## config.mk

```make
export PLATFORM = sky130hd
export DESIGN_NAME = i2c_bus_monitor
export DESIGN_NICKNAME = d
export VERILOG_FILES = /design/src/rtl/i2c_defs.sv /design/src/rtl/i2c_line_filter.sv /design/src/rtl/i2c_bus_monitor.sv
export SDC_FILE = /design/constraint.sdc
export NUM_CORES = 1
export LEC_CHECK = 0
export CAP_MARGIN = 30
export CORE_ASPECT_RATIO = 0.5
export CORE_UTILIZATION = 50
export DETAILED_ROUTE_END_ITERATION = 16
export DONT_BUFFER_PORTS = 1
export HOLD_SLACK_MARGIN = 0.03
export SYNTH_ARGS = -nofsm -noshare
export SYNTH_HDL_FRONTEND = slang
export SYNTH_SLANG_ARGS = --single-unit
```

## constraint.sdc

```tcl
create_clock -name clk -period 3 [get_ports clk]
set_input_delay 0.3 -clock clk [delete_from_list [all_inputs] [get_ports clk]]
set_output_delay 0.3 -clock clk [all_outputs]
set_load 0.01 [all_outputs]
```

## src/rtl/i2c_defs.sv

```systemverilog
`default_nettype none
// ============================================================================
//  Module      : i2c_defs (package)
//  Description : Shared I2C definitions: FSM state encodings and the bit
//                counter width, common to the bus monitor and the master.
//  Revision    : 1.0 - initial release
// ============================================================================
package i2c_defs;

  // Bit counter must hold 0..8 (eight data bits plus the ACK slot)
  localparam int c_BIT_CNT_W = 4;

  typedef enum logic [1:0] {
    ST_IDLE = 2'd0,
    ST_DATA = 2'd1,
    ST_ACK  = 2'd2
  } i2c_state_t;

endpackage
`default_nettype wire

```

## src/rtl/i2c_line_filter.sv

```systemverilog
`default_nettype none
// ============================================================================
//  Module      : i2c_line_filter
//  Description : Synchronizer chain plus glitch filter for one I2C line.
//                The filtered output only follows the synchronized line after
//                FILTER_LEN consecutive samples of the new level. Every flop
//                resets to 1 so reset release looks like an idle bus.
//  Revision    : 1.0 - initial release
// ============================================================================
module i2c_line_filter #(
  parameter int SYNC_STAGES = 2,
  parameter int FILTER_LEN  = 3
) (
  input  logic clk,
  input  logic reset,
  input  logic line_i,
  output logic line_o
);

  // A one-sample filter still needs a 1-bit counter to keep the code uniform
  localparam int c_CNT_W = (FILTER_LEN > 1) ? $clog2(FILTER_LEN) : 1;

  logic [SYNC_STAGES-1:0] sync_q;
  logic [c_CNT_W-1:0]     cnt_q;
  logic                   filt_q;
  logic                   w_sync;

  assign w_sync = sync_q[SYNC_STAGES-1];
  assign line_o = filt_q;

  // Synchronize the raw line, then require a stable run before following it
  always_ff @(posedge clk or posedge reset) begin
    if (reset) begin
      sync_q <= '1;
      cnt_q  <= '0;
      filt_q <= 1'b1;
    end else begin
      sync_q <= {sync_q[SYNC_STAGES-2:0], line_i};
      if (w_sync != filt_q) begin
        if (cnt_q == c_CNT_W'(FILTER_LEN - 1)) begin
          filt_q <= w_sync;
          cnt_q  <= '0;
        end else begin
          cnt_q <= cnt_q + 1'b1;
        end
      end else begin
        // Any return to the current level restarts the stability run
        cnt_q <= '0;
      end
    end
  end

endmodule
`default_nettype wire

```

## src/rtl/i2c_bus_monitor.sv

```systemverilog
`default_nettype none
// ============================================================================
//  Module      : i2c_bus_monitor
//  Description : Passive I2C observer. Filters SCL/SDA, detects START/STOP,
//                deserializes each byte with its ACK bit and emits one-cycle
//                strobes. Never drives the bus.
//  Revision    : 1.0 - initial release
// ============================================================================
module i2c_bus_monitor
  import i2c_defs::*;
#(
  parameter int SYNC_STAGES = 2,
  parameter int FILTER_LEN  = 3
) (
  input  logic       clk,
  input  logic       reset,
  input  logic       scl,
  input  logic       sda,
  output logic [7:0] byte_data,
  output logic       byte_valid,
  output logic       byte_ack,
  output logic       byte_first,
  output logic       start_det,
  output logic       stop_det,
  output logic       bus_busy,
  output logic       err
);

  logic w_scl_f, w_sda_f;
  logic scl_prev_q, sda_prev_q;
  logic w_scl_rise, w_scl_stable_hi, w_start, w_stop, w_partial;

  i2c_state_t             state_q;
  logic [c_BIT_CNT_W-1:0] bit_cnt_q;
  logic [7:0]             shift_q;
  logic                   first_q;

  logic [7:0] byte_data_q;
  logic       byte_valid_q, byte_ack_q, byte_first_q;
  logic       start_det_q, stop_det_q, bus_busy_q, err_q;

  i2c_line_filter #(.SYNC_STAGES(SYNC_STAGES), .FILTER_LEN(FILTER_LEN)) u_scl_filt (
    .clk    (clk),
    .reset  (reset),
    .line_i (scl),
    .line_o (w_scl_f)
  );

  i2c_line_filter #(.SYNC_STAGES(SYNC_STAGES), .FILTER_LEN(FILTER_LEN)) u_sda_filt (
    .clk    (clk),
    .reset  (reset),
    .line_i (sda),
    .line_o (w_sda_f)
  );

  // One-cycle-delayed copies of the filtered lines for edge detection
  always_ff @(posedge clk or posedge reset) begin
    if (reset) begin
      scl_prev_q <= 1'b1;
      sda_prev_q <= 1'b1;
    end else begin
      scl_prev_q <= w_scl_f;
      sda_prev_q <= w_sda_f;
    end
  end

  // SCL high before and after means any simultaneous SCL change suppresses START/STOP
  assign w_scl_stable_hi = w_scl_f & scl_prev_q;
  assign w_scl_rise      = w_scl_f & ~scl_prev_q;
  assign w_start         = w_scl_stable_hi & sda_prev_q & ~w_sda_f;
  assign w_stop          = w_scl_stable_hi & ~sda_prev_q & w_sda_f;
  assign w_partial       = (bit_cnt_q != '0) || (state_q == ST_ACK);

  // Protocol FSM with registered strobes and byte capture
  always_ff @(posedge clk or posedge reset) begin
    if (reset) begin
      state_q      <= ST_IDLE;
      bit_cnt_q    <= '0;
      shift_q      <= '0;
      first_q      <= 1'b0;
      byte_data_q  <= '0;
      byte_valid_q <= 1'b0;
      byte_ack_q   <= 1'b0;
      byte_first_q <= 1'b0;
      start_det_q  <= 1'b0;
      stop_det_q   <= 1'b0;
      bus_busy_q   <= 1'b0;
      err_q        <= 1'b0;
    end else begin
      byte_valid_q <= 1'b0;
      start_det_q  <= 1'b0;
      stop_det_q   <= 1'b0;
      err_q        <= 1'b0;
      case (state_q)
        ST_IDLE: begin
          if (w_start) begin
            start_det_q <= 1'b1;
            bus_busy_q  <= 1'b1;
            state_q     <= ST_DATA;
            bit_cnt_q   <= '0;
            first_q     <= 1'b1;
          end else if (w_stop) begin
            stop_det_q <= 1'b1;
          end
        end
        default: begin
          if (w_start) begin
            // Repeated START: any partially received byte is dropped
            err_q       <= w_partial;
            start_det_q <= 1'b1;
            state_q     <= ST_DATA;
            bit_cnt_q   <= '0;
            first_q     <= 1'b1;
          end else if (w_stop) begin
            err_q      <= w_partial;
            stop_det_q <= 1'b1;
            bus_busy_q <= 1'b0;
            state_q    <= ST_IDLE;
            bit_cnt_q  <= '0;
          end else if (w_scl_rise) begin
            if (state_q == ST_DATA) begin
              shift_q   <= {shift_q[6:0], w_sda_f};
              bit_cnt_q <= bit_cnt_q + 1'b1;
              if (bit_cnt_q == c_BIT_CNT_W'(7)) begin
                state_q <= ST_ACK;
              end
            end else begin
              byte_data_q  <= shift_q;
              byte_ack_q   <= w_sda_f;
              byte_first_q <= first_q;
              byte_valid_q <= 1'b1;
              first_q      <= 1'b0;
              bit_cnt_q    <= '0;
              state_q      <= ST_DATA;
            end
          end
        end
      endcase
    end
  end

  assign byte_data  = byte_data_q;
  assign byte_valid = byte_valid_q;
  assign byte_ack   = byte_ack_q;
  assign byte_first = byte_first_q;
  assign start_det  = start_det_q;
  assign stop_det   = stop_det_q;
  assign bus_busy   = bus_busy_q;
  assign err        = err_q;

endmodule
`default_nettype wire

```

; After elaboration in Yosys (flattened, before gate mapping)
; Index checks and enable logic that the tools add are counted.
[classes]
n_addsub = 3
n_mul = 0
n_div = 0
order_cmp = 0
eq_ne = 12
shifts = 0
muxes = 37
n_bitwise = 13
n_reduce_logical = 14
[op_table]
columns = operator, count
row1 = two-way mux 4 bit, 6
row2 = two-way mux 2 bit, 11
row3 = two-way mux 1 bit, 20
row4 = AND reduction 5 bit, 2
row5 = inverter 1 bit, 7
row6 = AND 1 bit, 6
row7 = "equality test 2 bit, second input constant", 3
row8 = "inequality test 2 bit, second input constant", 3
row9 = AND reduction 2 bit, 3
row10 = AND reduction 3 bit, 2
row11 = "adder 2 x 1 -> 2 bit, second input constant", 2
row12 = "adder 4 x 1 -> 4 bit, second input constant", 1
row13 = "equality test 4 x 3 -> 1 bit, second input constant", 1
row14 = "inequality test 4 x 3 -> 1 bit, second input constant", 1
row15 = AND reduction 4 bit, 1
row16 = nonzero test 2 bit, 2
row17 = nonzero test 4 bit, 1
row18 = nonzero test 3 bit, 1
row19 = "equality test 2 x 1 -> 1 bit, second input constant", 1
row20 = logical NOT 2 bit, 1
row21 = inequality test 1 bit, 2
row22 = "inequality test 2 x 1 -> 1 bit, second input constant", 1
row23 = logical OR 1 bit, 1
[totals]
ff_bits = 42
latch_bits = 0
mem_bits_rw = 0
rom_bits = 0
inputBits = 4
output_inout_bits = 15
elab_cells = 99
n_memories = 0

; Logic depth before layout (Yosys ltp)
; Gate-level depths: netlist of run 1.
[depth]
depth_word = 7
depth_mapped = 6
mapped_depth_nobuf = 5

; By module
; A second synthesis of run 1 with hierarchy kept.
[unflattened]
hier_cells = 139
area_unflattened_um2 = 1707.9
[modules_own_cells]
columns = module, n_inst, cells_each, area_each_um2, seq_area_each_um2
row1 = i2c_bus_monitor, 1, 117, 1342.5, 803.3
row2 = i2c_line_filter, 2, 11, 182.7, 128.9

; Least setup slack after synthesis of run 1
; No wires, ideal clock.
[synth_timing]
path_type = register to register
start = register sda_prev_q
end = register state_q[0]
setup_time_ns = 0.128
arrival_time_ns = 1.471
required_time_ns = 2.872
path_slack_ns = 1.401
path_stages_with_launch = 6
path_buffers = 1
synth_period_minus_slack_ns = 1.599
path_cell_list = dfstp_2 -> buf_6 -> nand2b_1 -> a21oi_1 -> o32ai_1 -> mux2_1
[synth_via]
elab_chain_cells = 6
elab_cells_between_ends = 12
cone_classes = 2 x eq/ne / 3 x mux / 5 x bitwise / 2 x reduce/logical
[synth_rtl]
columns = element, line
row1 = start: declaration, i2c_bus_monitor.sv:30  ; logic scl_prev_q, sda_prev_q;
row2 = start signal: assignment, i2c_bus_monitor.sv:63  ; sda_prev_q <= w_sda_f;
row3 = inverter 1 bit, i2c_bus_monitor.sv:71  ; assign w_stop = w_scl_stable_hi & ~sda_prev_q & w_sda_f;
row4 = AND 1 bit (2 in a row), i2c_bus_monitor.sv:71
row5 = two-way mux 2 bit, i2c_bus_monitor.sv:114  ; end else if (w_stop) begin
row6 = two-way mux 2 bit, i2c_bus_monitor.sv:107  ; if (w_start) begin
row7 = two-way mux 2 bit, i2c_bus_monitor.sv:94  ; case (state_q)
row8 = end signal: assignment, i2c_bus_monitor.sv:99  ; state_q <= ST_DATA;
row9 = end signal: assignment, i2c_bus_monitor.sv:111  ; state_q <= ST_DATA;
row10 = end signal: assignment, i2c_bus_monitor.sv:118  ; state_q <= ST_IDLE;
row11 = end: declaration, i2c_bus_monitor.sv:33  ; i2c_state_t state_q;
; Several ways; a longest one is shown, not always the timed one.
; A chain may end at the register's enable or synchronous reset.

; Worst setup path in the final report of run 1
; Same ends and word-level chain as after synthesis.

==> results.ini, run 1 <==
[grt]
grt_use_total = 0.171
grt_max_degree = 31
antenna_found_initial = 0
grt_pass1_wl_um = 4710
grt_pass1_vias = 1031
gr-total-overflow = 0

[critical_path]
crit_chain = nand2b_1, a21oi_1, o32ai_1, mux2_1
arrival_ns = 1.89
max_stage_delay_ns = 0.62
cp_data_required_time_ns = 3.17
end_kind = flip-flop
critPathTopFamily = flip-flops
slowest_stage = dfstp_2
r2r_cells = 4
crit_path_start_kind = flip-flop
cp_max_fo = 10
cp.depth = 4
path_buf_inv = 0
worst-setup-path-type = flip-flop to flip-flop

[power]
irDropWorstVdd_mv = 0.365
leakagePower_uw = 0.000877
power_density_mw_per_mm2 = 876
finalPower_uw = 1650

[timing]
fin_skew_ns = 0.0122
finalSetupViolCount = 0
fin_crit_ns = 1.72
fmax_mhz = 581
finalSetupTns_ns = 0
maxSlewHeadroom = 0.618
finalCritPeriodShare = 0.574
worst_pin_slew_ns = 0.574
hold_viol_final = 0
drv_slew = 0
rsz0062_at_grt = false

[drt]
wl_per_cell_um = 13.7
drc = 0
wirelength_um = 2800
drt_first_pass_iters = 4
route.vias.total = 1057
antenna_left = 0
drtIter0Drc = 35
viasPerCell = 5.16

[cells_and_area]
fillers = 278
fin_area_mm2 = 0.00188
diodes = 0
layout.nets = 162
mostFrequentLayoutCell = dfrtp_1
final_cells = 205
drive_above_1_share = 0.204
areaGrowthSynthToFinish_pct = 7.58
layout_common_cells = dfrtp_1 (34), nand2_1 (30), mux2_2 (11)

[die]
fp-row-count = 14
die_h_um = 43.8
start_util = 0.552
dieArea_mm2 = 0.00375
die_width_um = 85.6
ios = 19
core_mm2 = 0.00317

[logic_synthesis]
synth_nets = 158
yosysWarnings = 0
yosysSeqAreaShare = 0.607
avgSynthCellArea_um2 = 11.5
synthCells = 152
synth_cell_types = 34
synth_mux_area_frac = 0.0773
yosys.area_share.simple = 0.149
netlist_area_mm2 = 0.00175
ys_ff_latch = 42
synth_fa_ha_area_frac = 0.0143
synth-compound-area-share = 0.0959
synth_top_family_by_area = simple AND/OR/NAND/NOR gates
synth_xor_area_frac = 0.0100

[clock_tree]
clk_latency_ns = 0.29
cts_root_buf = clkbuf_8
clk_path_buf_depth = 2
ctsHtreeMaxLevel = 2
cts_made_buffers = 5
clk_pin_slew_ns = 0.07
numClockSinks = 42
cts_setup_buffers = 0
cts_tree = yes
cts_resized = 0

[place]
place_hpwl_um = 1810
io_buffer_count = 0
gp_congestion = 0.783
post-place-cells = 194
placed_area_mm2 = 0.00177

[hold_path]
min_path_cells = 0
hold_class = flip-flop to flip-flop

[run]
maxCapViolCount = 0

[run_status]
status = finished clean

[worst register-to-register path: stages (launching register included)]
cell,delay [ns]
dfstp_2,0.62
nand2b_1,0.20
a21oi_1,0.13
o32ai_1,0.31
mux2_1,0.35
[cells in the mapped netlist, drive strengths merged]
master / n / area [µm²]
a211o: 1 / 8.76
a21o: 3 / 23.8
a21oi: 8 / 43.8
a221oi: 1 / 8.76
a31oi: 1 / 6.26
a41oi: 1 / 8.76
and2: 1 / 8.76
and3b: 1 / 8.76
buf: 6 / 51.3
clkbuf: 2 / 7.51
dfrtp: 34 / 851
dfstp: 8 / 210
ha: 2 / 25.0
inv: 6 / 22.5
mux2: 12 / 135
nand2: 30 / 113
nand2b: 3 / 18.8
nand3: 2 / 10.0
nand3b: 1 / 7.51
nor2: 5 / 18.8
nor2b: 2 / 12.5
nor3: 4 / 20.0
nor3b: 5 / 37.5
o21ai: 5 / 25.0
o31ai: 3 / 22.5
o32a: 1 / 11.3
o32ai: 1 / 8.76
or3: 1 / 6.26
xnor2: 2 / 17.5
[report_power, final]
group / internal, µW / total [µW] / switching [µW]
Clock: 164 / 354 / 189
Sequential: 734 / 907 / 174
Combinational: 205 / 388 / 184
[kinds of logic after synthesis]
group                    count (synthesis)
flip-flops                              42
XOR/XNOR                                 2
AO/OA/AOI/OAI                           25
adder cells (fa/ha/maj)                  2
buffers and inverters                   14
multiplexers                            12
AND/OR/NAND/NOR                         55
[per-layer routing]
layer	part of all wire	up-vias	track usage
li1	-	521	-
met1	0.53	515	0.236
met2	0.42	21	0.248
met3	0.048	0	0.0667
met4	0	0	0.0600
met5	0	-	0
[worst paths after layout]
path,from,to,slack (ns)
min,u_scl_filt.sync_q[0],u_scl_filt.sync_q[1],0.36
max,sda_prev_q,state_q[0],1.28
min reg2reg,u_scl_filt.sync_q[0],u_scl_filt.sync_q[1],0.36
max in group asynchronous,reset,u_sda_filt.sync_q[1],1.76
min in group asynchronous,reset,bit_cnt_q[2],0.47
max reg2reg,sda_prev_q,state_q[0],1.28
[metrics by stage]
stage / setup WS [ns] / utilization / hold WS, ns
after global routing: 1.14 / 0.594 / 0.360
after global placement: 1.24 / 0.557 / 0.232
after CTS: 1.24 / 0.594 / 0.359
final: 1.28 / 0.594 / 0.357
after floorplan: 1.40 / - / 0.304
after detailed placement: 1.27 / 0.557 / 0.232
[layout make-up]
| type | instances | area, µm² | area share |
|---|---|---|---|
| flip-flops and latches | 42 | 1060 | 0.564 |
| clock buffers | 6 | 72.6 | 0.0386 |
| inverters | 6 | 22.5 | 0.0120 |
| clock inverters | 2 | 13.8 | 0.00731 |
| repair buffers | 5 | 45.0 | 0.0239 |
| multi-input cells | 96 | 607 | 0.322 |
| well taps | 48 | 60.1 | 0.0319 |
[flip-flops by register name, summed over array words and instances, names as in the netlist, 2 cells and up]
name / flops
u_sda_filt.cnt_q: 2
bit_cnt_q: 4
state_q: 2
shift_q: 8
byte_data: 8
u_scl_filt.sync_q: 2
u_scl_filt.cnt_q: 2
u_sda_filt.sync_q: 2
[repair_timing]
item                                    4_1_cts  5_1_grt
endpoints found under the setup margin        0        0
hold buffers                                  3        0
hold endpoints to repair                      9        0
Note: power is estimated with default switching activity, not from simulation.
==> inputs of run 2 (changes only) <==
--- a/config.mk
+++ b/config.mk
@@ -5,6 +5,7 @@
 export SDC_FILE = /design/constraint.sdc
 export NUM_CORES = 1
 export LEC_CHECK = 0
+export ABC_AREA = 1
 export CAP_MARGIN = 30
 export CORE_ASPECT_RATIO = 0.5
 export CORE_UTILIZATION = 50
==> constraint.sdc (replaced) <==
create_clock -name clk -period 1.7 [get_ports clk]
set_input_delay 0.17 -clock clk [delete_from_list [all_inputs] [get_ports clk]]
set_output_delay 0.17 -clock clk [all_outputs]
set_load 0.01 [all_outputs]
==> results.ini, run 2 <==
[drt]
drt_first_pass_iters = 4
wirelength_met1_um = 1500
met2_length_um = 1250
maxUsedRoutingLayer = met4
drtIter0Drc = 48
wirelength_um = 2890
route.vias.total = 1178
viasPerCell = 4.83
wl_per_cell_um = 11.8
wl_met3_um = 126
antenna_left = 0
drc = 0

[clock_tree]
clk_latency_ns = 0.29
numClockSinks = 42
clk_pin_slew_ns = 0.08
cts_root_buf = clkbuf_8
cts_hold_buf = 3
clk_path_buf_depth = 2
cts_resized = 0
cts_made_buffers = 5
cts_tree = yes
ctsHtreeMaxLevel = 2
cts_setup_buffers = 0

[timing]
finalCritPeriodShare = 0.879
finalSetupTns_ns = 0
fin_crit_ns = 1.49
hold_viol_final = 0
fmax_mhz = 670
worst_slack_ns = 0.207
fin_skew_ns = 0.00678
fin_hold_ws_ns = 0.357
worst_pin_slew_ns = 0.508
rsz0062_at_grt = false
maxSlewHeadroom = 0.661
drv_slew = 0
finalSetupViolCount = 0

[logic_synthesis]
netlist_area_mm2 = 0.00184
synth.area.top_cells = dfrtp_1 (46%), dfstp_2 (11%), nand2_1 (8.4%), o21ai_2 (8.1%), inv_1 (4.9%)
synth_cell_types = 24
synth_area_leader_cell = dfrtp_1
yosys-top-cells-count = nand2_1 (41), dfrtp_1 (34), inv_1 (24), o21ai_2 (17), nor2_1 (12)
ys_ff_latch = 42
synthCells = 183
yosysWarnings = 0
synth_nets = 189
synth-edff-count = 0
synth_top_area_frac = 0.462
async_flop_share = 1.00
avgSynthCellArea_um2 = 10.1
synth_top_flop_cell = dfrtp_1
yosysSeqAreaShare = 0.576
yosysMostFrequentCell = nand2_1

[grt]
antenna_found_initial = 0
grt_max_degree = 43
gr-total-overflow = 0
grt_pass1_wl_um = 4690
grt_use_total = 0.163
grt_pass1_vias = 1056

[critical_path]
crit_chain = inv_1, nor2_1, nand2_2, nand2_1, o21ai_2
slowest_stage = dfstp_2
cp_data_required_time_ns = 1.88
critPathTopFamily = flip-flops
arrival_ns = 1.67
worst-setup-path-type = flip-flop to flip-flop
max_stage_delay_ns = 0.64
crit_path_start_kind = flip-flop
path_buf_inv = 1
cp_max_fo = 16
end_kind = flip-flop

[die]
start_util = 0.531
die_h_um = 44.9
dieArea_mm2 = 0.00395
core_mm2 = 0.00347
ios = 19
die_width_um = 87.9
fp-row-count = 15

[power]
power_density_mw_per_mm2 = 1590
leakagePower_uw = 0.000989
irDropWorstVdd_mv = 0.617

[place]
placed_area_mm2 = 0.00189
place_ws_ns = 0.198
io_buffer_count = 0
place_hpwl_um = 2000
gp_congestion = 0.812

[cells_and_area]
layout_common_cells = nand2_1 (41), dfrtp_1 (34), inv_1 (24)
diodes = 0
layout.nets = 198
drive_above_1_share = 0.254
fin_area_mm2 = 0.00202
areaGrowthSynthToFinish_pct = 9.44
mostFrequentLayoutCell = nand2_1

[run]
maxCapViolCount = 0

[run_status]
status = finished clean

[hold_path]
hold_class = flip-flop to flip-flop

run 2: where the power goes:
group / switching, µW / leakage (µW) / total, µW / internal [µW]
registers: 223 / 0.000539 / 1510 / 1280
clock network: 338 / 0.0000472 / 664 / 326
logic: 688 / 0.000403 / 1030 / 342
total: 1250 / 0.000989 / 3200 / 1950
run 2: area by class of cell:
class / count / area, µm²
clock buffers: 6 / 82.6
clock inverters: 2 / 12.5
fillers: 304 / 1460
inverters: 25 / 93.8
multi-input cells: 114 / 666
flip-flops and latches: 42 / 1060
well taps: 51 / 63.8
repair buffers: 4 / 37.5
run 2: path summary, 6_finish.rpt:
check                                          start                   end  slack [ns]  depth (start not counted)
worst max-delay path               u_scl_filt.line_o            shift_q[7]        0.21                          5
worst min-delay path            u_scl_filt.sync_q[0]  u_scl_filt.sync_q[1]        0.36                          0
worst max register to register     u_scl_filt.line_o            shift_q[7]        0.21                          5
worst min register to register  u_scl_filt.sync_q[0]  u_scl_filt.sync_q[1]        0.36                          0
max in group asynchronous                      reset  u_scl_filt.sync_q[1]        0.88                          3
min in group asynchronous                      reset   u_sda_filt.cnt_q[1]        0.44                          3
run 2: kinds of logic after synthesis:
family                   share of synthesized area
flip-flops                                   0.576
AO/OA/AOI/OAI                                0.101
buffers and inverters                       0.0631
XOR/XNOR                                   0.00951
AND/OR/NAND/NOR                              0.237
adder cells (fa/ha/maj)                     0.0136
run 2: stage by stage:
step	total power, µW	instances	utilization
after global routing	3440	244	0.581
final	3200	244	0.581
after CTS	3240	244	0.581
after global placement	2550	233	0.545
after floorplan	2370	183	-
after detailed placement	2560	233	0.545
run 2: routing by layer:
| metal | vias to the layer above | track usage |
|---|---|---|
| met2 | 17 | 0.251 |
| met3 | 5 | 0.0548 |
| met4 | 0 | 0.0492 |
| li1 | 595 | - |
| met1 | 561 | 0.221 |
| met5 | - | 0 |
==> inputs of run 3 (changes only) <==
--- a/config.mk
+++ b/config.mk
@@ -5,9 +5,7 @@
 export SDC_FILE = /design/constraint.sdc
 export NUM_CORES = 1
 export LEC_CHECK = 0
-export ABC_AREA = 1
 export CAP_MARGIN = 30
-export CORE_ASPECT_RATIO = 0.5
 export CORE_UTILIZATION = 50
 export DETAILED_ROUTE_END_ITERATION = 16
 export DONT_BUFFER_PORTS = 1
==> results.ini, run 3 (same netlist as run 1, synthesis figures left out) <==
[drt]
wl_per_cell_um = 13.5
antenna_left = 0
route.vias.total = 1122
wirelength_um = 2840
drtIter0Drc = 44
drt_first_pass_iters = 4
viasPerCell = 5.34
drc = 0

[grt]
gr-total-overflow = 0
grt_max_degree = 43
grt_pass1_vias = 1027
grt_pass1_wl_um = 4660
antenna_found_initial = 0
grt_use_total = 0.177

[place]
place_hpwl_um = 1860
placed_area_mm2 = 0.00182
io_buffer_count = 0
place_ws_ns = 0.118
gp_congestion = 0.884

[cells_and_area]
mostFrequentLayoutCell = dfrtp_1
layout_common_cells = dfrtp_1 (34), nand2_1 (30), mux2_2 (11)
fin_area_mm2 = 0.00193
areaGrowthSynthToFinish_pct = 10.6
diodes = 0
drive_above_1_share = 0.244
layout.nets = 169

[power]
irDropWorstVdd_mv = 0.741
finalPower_uw = 3050
leakagePower_uw = 0.000911
power_density_mw_per_mm2 = 1580

[critical_path]
worstReg2RegEnd = state_q[0]
end_kind = flip-flop
crit_path_start_kind = flip-flop
critPathTopFamily = flip-flops
worst-setup-path-type = flip-flop to flip-flop
slowest_stage = dfstp_2
cp.depth = 4
crit_chain = nand2b_1, a21oi_2, o32ai_1, mux2_1
arrival_ns = 1.82
cp_max_fo = 4
regToRegSetupSlack_ns = 0.13
r2r_cells = 4
startpoint = sda_prev_q
r2r-start = sda_prev_q
cp-endpoint = state_q[0]
cp_data_required_time_ns = 1.95
path_buf_inv = 0
max_stage_delay_ns = 0.57

[timing]
fin_skew_ns = 0.0123
fin_hold_ws_ns = 0.356
drv_slew = 0
maxSlewHeadroom = 0.653
fin_crit_ns = 1.57
worst_pin_slew_ns = 0.520
rsz0062_at_grt = false
finalSetupViolCount = 0
finalSetupTns_ns = 0
fmax_mhz = 636
hold_viol_final = 0
worst_slack_ns = 0.127
finalCritPeriodShare = 0.925

[clock_tree]
cts_tree = yes
ctsHtreeMaxLevel = 2
numClockSinks = 42
clk_latency_ns = 0.35
cts_root_buf = clkbuf_4
cts_setup_buffers = 0
clk_path_buf_depth = 2
clk_pin_slew_ns = 0.12
cts_made_buffers = 5

[die]
fp-row-count = 21
start_util = 0.524
dieArea_mm2 = 0.00374
core_mm2 = 0.00334
die_h_um = 61.1
ios = 19
die_width_um = 61.1

[run_status]
status = finished clean

[hold_path]
hold_class = primary input to flip-flop

[run]
maxCapViolCount = 0

-- run 3: changes by cell type in the layout (fill, tap and decap cells not counted), sizes merged, moves of 3 or more --
cell    change
nor3b       +5
mux2       +12
nand4       -3
nand3       -8
nand2b      +3
a21oi       +6
o21ai      -16
nor2       -12
buf         +8
inv        -19
nand2      -19
a21o        +3
o31ai       +3
-- run 3: power by group --
part / switching, µW / internal (µW) / total [µW]
clock: 309 / 351 / 660
sequential: 247 / 1290 / 1540
combinational: 415 / 438 / 853
total: 971 / 2080 / 3050
-- run 3: worst min-delay path by stage --
stage	cells after the start	slack, ns	startpoint	endpoint
2_1_floorplan	0	0.17	scl	u_scl_filt.sync_q[0]
3_3_place_gp	0	0.17	sda	u_sda_filt.sync_q[0]
3_5_place_dp	0	0.17	sda	u_sda_filt.sync_q[0]
4_1_cts	1	0.33	scl	u_scl_filt.sync_q[0]
5_1_grt	1	0.33	scl	u_scl_filt.sync_q[0]
6_report	1	0.36	sda	u_sda_filt.sync_q[0]
-- run 3: layout make-up --
| cell class | count | area [µm²] |
|---|---|---|
| Clock inverter | 1 | 30.0 |
| Multi-Input combinational cell | 96 | 611 |
| Clock buffer | 7 | 55.1 |
| Tap cell | 46 | 57.6 |
| Sequential cell | 42 | 1060 |
| Timing Repair Buffer | 12 | 97.6 |
| Fill cell | 307 | 1400 |
| Inverter | 6 | 22.5 |
-- run 3: what timing repair did --
action	in CTS	in global routing
gates resized for setup	0	1
hold endpoints to repair	36	0
setup endpoints to repair	0	1
hold buffers	3	0
-- run 3: through the flow --
stage / cells / utilization
after CTS: 210 / 0.579
after global routing: 210 / 0.580
after floorplan: 152 / -
final: 210 / 0.580
after detailed placement: 199 / 0.544
after global placement: 199 / 0.544
-- run 3: metal layers --
metal,GRT usage,vias to the layer above,routed length (µm)
li1,-,533,-
met1,0.232,555,1300
met2,0.258,29,1360
met3,0.0630,5,132
met4,0.0909,0,55
met5,0,-,0
